File: config.mk
export PLATFORM = sky130hd
export DESIGN_NAME = spi_transaction_fsm
export DESIGN_NICKNAME = d
export VERILOG_FILES = /design/src/rtl/spi_transaction_fsm.sv
export SDC_FILE = /design/constraint.sdc
export NUM_CORES = 1
export LEC_CHECK = 0
export ABC_AREA = 0
export BUFFER_PORTS_ARGS = -buffer_cell sky130_fd_sc_hd__clkbuf_2
export CORE_AREA = 2 2 39 41
export CTS_CLUSTER_DIAMETER = 150
export DETAILED_ROUTE_END_ITERATION = 8
export DIE_AREA = 0 0 41 43
export SYNTH_ARGS = -nofsm -noshare
export SYNTH_HDL_FRONTEND = slang
export SYNTH_SLANG_ARGS = --single-unit
File: constraint.sdc
create_clock -name clk -period 1.8 [get_ports clk]
set_clock_uncertainty 0.2 [all_clocks]
set_input_delay 0.36 -clock clk [delete_from_list [all_inputs] [get_ports clk]]
set_output_delay 0.36 -clock clk [all_outputs]
set_load 0.01 [all_outputs]
File: src/rtl/spi_transaction_fsm.sv
// Transaction sequencer for the SPI memory slave: counts conditioned sclk edges per frame
// and issues the one-cycle write enables and the MISO buffer enable for the datapath.
module spi_transaction_fsm #(
  parameter int FRAME_BITS = 8,
  parameter int CNT_W      = 4
) (
  input  logic       clk,
  input  logic       reset,
  input  logic       cs,
  input  logic       sclk_pe,
  input  logic       sclk_ne,
  input  logic       rw_bit,
  output logic       addr_we,
  output logic       dm_we,
  output logic       sr_we,
  output logic       miso_bufe,
  output logic [2:0] state
);

  typedef enum logic [2:0] {
    st_idle        = 3'd0,
    st_get_addr    = 3'd1,
    st_got_addr    = 3'd2,
    st_read_load   = 3'd3,
    st_read_shift  = 3'd4,
    st_write_get   = 3'd5,
    st_write_store = 3'd6,
    st_done        = 3'd7
  } state_t;

  localparam logic [CNT_W-1:0] last_count = CNT_W'(FRAME_BITS - 1);

  state_t           state_reg, state_next;
  logic [CNT_W-1:0] count_reg, count_next;

  always_ff @(posedge clk or posedge reset) begin
    if (reset) begin
      state_reg <= st_idle;
      count_reg <= '0;
    end else begin
      state_reg <= state_next;
      count_reg <= count_next;
    end
  end

  // Deasserted chip select aborts from any active state and beats every edge pulse.
  always_comb begin
    state_next = state_reg;
    count_next = count_reg;
    if (cs && (state_reg != st_idle)) begin
      state_next = st_idle;
      count_next = '0;
    end else begin
      case (state_reg)
        st_idle: begin
          if (!cs) begin
            state_next = st_get_addr;
            count_next = '0;
          end
        end
        st_get_addr: begin
          if (sclk_pe) begin
            if (count_reg == last_count) begin
              state_next = st_got_addr;
              count_next = '0;
            end else begin
              count_next = count_reg + 1'b1;
            end
          end
        end
        st_got_addr:    state_next = rw_bit ? st_read_load : st_write_get;
        st_read_load:   state_next = st_read_shift;
        st_read_shift: begin
          if (sclk_ne) begin
            if (count_reg == last_count) begin
              state_next = st_done;
              count_next = '0;
            end else begin
              count_next = count_reg + 1'b1;
            end
          end
        end
        st_write_get: begin
          if (sclk_pe) begin
            if (count_reg == last_count) begin
              state_next = st_write_store;
              count_next = '0;
            end else begin
              count_next = count_reg + 1'b1;
            end
          end
        end
        st_write_store: state_next = st_done;
        st_done:        state_next = st_done;
        default: begin
          state_next = st_idle;
          count_next = '0;
        end
      endcase
    end
  end

  always_comb begin
    addr_we   = 1'b0;
    dm_we     = 1'b0;
    sr_we     = 1'b0;
    miso_bufe = 1'b0;
    case (state_reg)
      st_got_addr:    addr_we   = 1'b1;
      st_write_store: dm_we     = 1'b1;
      st_read_load:   sr_we     = 1'b1;
      st_read_shift:  miso_bufe = 1'b1;
      default: ;
    endcase
  end

  assign state = state_reg;

endmodule

==> flow_metrics.tcl <==
set metrics [dict create \
    synth_seq_cells 7 \
    path_max_fanout 11 \
    cts_buffers 3 \
    r2r_setup_slack_ps -30 \
    wl_per_cell_um 12.8 \
    ctsLongestPathBuffers 2 \
    min_path_cells 4 \
    gp_congestion 0.732 \
    vdd_drop_max_mv 0.689 \
    crit_buf_inv 2 \
    fmax_mhz 541 \
    htreeDepth 1 \
    slew_headroom_pct 80.3 \
    worst_ep_required_time_ps 1240 \
    area_delta_synth_final_pct 56.5 \
    path_delay_family "flip-flops" \
    grt_max_degree 12 \
    finish.net_count 93 \
    cts_sinks 7 \
    dr.first_iter.drc_count 3 \
    clkLatencyLatePin_ps 250 \
    worstHoldStart "rw_bit" \
    dp_hpwl_um 926 \
    whs_endpoint "state[2]" \
    largest_reg_flops 4 \
    gr-total-overflow 0 \
    setup-tns-final_ps -84.9 \
    criticalPathCategory "register to output pin" \
    critical_path.slowest_cell "dfrtp_1" \
    reg2reg_from "state[2]" \
    crit_arrival_ps 1290 \
    drive_above_1_share_pct 49.4 \
    power_switching_uw 437 \
    design_area_um2 779 \
    setup_viol 3 \
    crit_chain "buf_4 -> and3_1 -> clkbuf_2" \
    fp.dieArea_mm2 0.00176 \
    yosysSeqAreaShare_pct 35.2 \
    ant_nets 0 \
    hold_viol 0 \
    yosysUniqueCellTypes 29 \
    failed_checks "negative setup slack" \
    rsz0062_at_grt "true" \
    antenna_found_initial 0 \
    final_max_slew_viol_count 0 \
    fin_util_pct 56.3 \
    status "complete, but fails checks" \
    min_period_ps 1850 \
    dp_cells 93 \
    fin_cells 101 \
    die_x_um 41 \
    seqPwrFrac_pct 23.7 \
    p_int_uw 654 \
    power.clock.fraction_pct 13.3 \
    p_comb_share_pct 63.0 \
    grt_usage_pct 18.4 \
    syn-num-nets 63 \
    power_density_mw_per_mm2 1400 \
    nFillCells 117 \
    cap_viol_max_count 0 \
    cts_tree "built" \
    fin_crit_sh_pct 103 \
    cp-start-kind "register" \
    syn_avg_cell_area_um2 8.89 \
    placed_cell_area_um2 654 \
    clock-root-buffer "clkbuf_4" \
    dieHeight_um 43 \
    io_buffers 12 \
    post-place-ws_ps -129 \
    timing.rr.end "state[0]" \
    start_util_pct 36.0 \
    syn_inst 56 \
    endpoint_kind "output pin" \
    hp-class "input pin to register" \
    grt_pass1_wl_um 2210 \
    worstMarginPinSlew_ps 295 \
    dr.pass1.iters 2 \
    grt_pass1_vias 509 \
    whs_ps 229 \
    finalWorstSetupSlack_ps -50.1 \
    num_rows 14 \
    reg2regPathDepth 4 \
    vias_per_cell 5.16 \
    p_leak_nw 0.380 \
    crit_path_start "state[0]" \
    routed_wl_um 1300 \
    sw_frac_of_total_pct 40.1 \
    netlist_area_um2 498 \
    vias 521 \
    max_stage_delay_ps 510 \
    core_mm2 0.00138 \
    clkTransAtPathRegs_ps 60 \
    p_total_mw 1.09 \
    pin_count 13 \
    n_antenna_cell 0 \
    yosysWarnings 0 \
    drc 0 \
]
[cells in the mapped netlist]
master	count	share of area, %
dfrtp_1	7	35
a21oi_1	4	4.0
inv_1	4	3.0
nor2_1	4	3.0
nor3_1	4	4.0
nand2b_1	3	3.8
and3b_1	2	3.5
nand3_1	2	2.0
nand3b_1	2	3.0
nor4_1	2	2.5
o31ai_1	2	3.0
or2_2	2	2.5
or3b_1	2	3.5
a211oi_1	1	1.5
a21boi_1	1	1.5
a21o_1	1	1.5
and3_1	1	1.3
buf_2	1	1.0
buf_6	1	2.3
clkbuf_1	1	0.75
clkbuf_2	1	1.0
ha_1	1	2.5
mux2_1	1	2.3
mux2_2	1	2.3
o2111ai_1	1	1.8
o21ai_0	1	1.0
o22ai_1	1	1.3
o311ai_2	1	3.3
o41ai_1	1	1.8
[per-layer routing]
| metal | global-route usage, % | vias to the layer above | routed length (um) |
|---|---|---|---|
| li1 | - | 268 | - |
| met1 | 23.5 | 241 | 574 |
| met2 | 27.8 | 10 | 669 |
| met3 | 4.71 | 2 | 39 |
| met4 | 8.00 | 0 | 12 |
| met5 | 0 | - | 0 |
[cells in the final DEF, fill, tap and decap left out, types with 2 or more instances in the layout]
cell,netlist,final
nand3b_1,2,2
nand3_1,2,2
dfrtp_1,7,7
a21oi_1,4,3
nand2b_1,3,3
buf_4,0,13
and3b_1,2,2
nor4_1,2,2
clkbuf_4,0,3
buf_2,1,2
nor3_1,4,2
inv_1,4,3
nor3_2,0,2
nor2_1,4,3
clkbuf_2,1,10
or3b_1,2,2
buf_6,1,2
[power groups by stage]
stage	Combinational, mW	Clock (mW)	Sequential (mW)
finish	0.687	0.145	0.259
global route	0.759	0.159	0.267
CTS	0.651	0.147	0.248
detailed placement	0.564	0	0.249
global placement	0.562	0	0.249
floorplan	0.335	0	0.252
[repair_timing]
item / in CTS / in global routing
setup buffers: 3 / 0
resized for setup: 6 / 9
hold buffers: 1 / 0
setup endpoints to repair: 6 / 10
endpoints found under the hold margin: 7 / 0
pin swaps: 3 / 1
[cell families (layout without fill, tap and decap cells)]
| family | count (synthesis) | after routing | synth area share, % |
|---|---|---|---|
| AND/OR/NAND/NOR | 24 | 24 | 29.1 |
| AO/OA/AOI/OAI | 14 | 14 | 20.6 |
| buffers and inverters | 8 | 37 | 8.04 |
| flip-flops | 7 | 7 | 35.2 |
| multiplexers | 2 | 2 | 4.52 |
| adder cells (fa/ha/maj) | 1 | 1 | 2.51 |
[how the worst max path moves through the flow]
stage	end	slack, ps	cells after the start
floorplan	count_reg[1]	-140	5
global placement	state[0]	-100	5
detailed placement	state[0]	-130	5
CTS	state[0]	-40	4
global route	state[0]	-130	4
finish	sr_we	-50	3
[worst min-delay path, delay by kind of cell]
kind                   cells  cell delay (ps)
and+or+nand+nor            2              140
buffers and inverters      1               80
AOI/OAI and AO/OA          1               60
[area by class of cell]
| class | instances | area [um2] | area share [%] |
|---|---|---|---|
| clock buffers | 4 | 26.3 | 3.37 |
| inverters | 4 | 17.5 | 2.25 |
| multi-input cells | 41 | 330 | 42.4 |
| flip-flops and latches | 7 | 175 | 22.5 |
| well taps | 16 | 20.0 | 2.57 |
| repair buffers | 29 | 210 | 27.0 |
No activity file was read; power rests on OpenSTA's default activity.
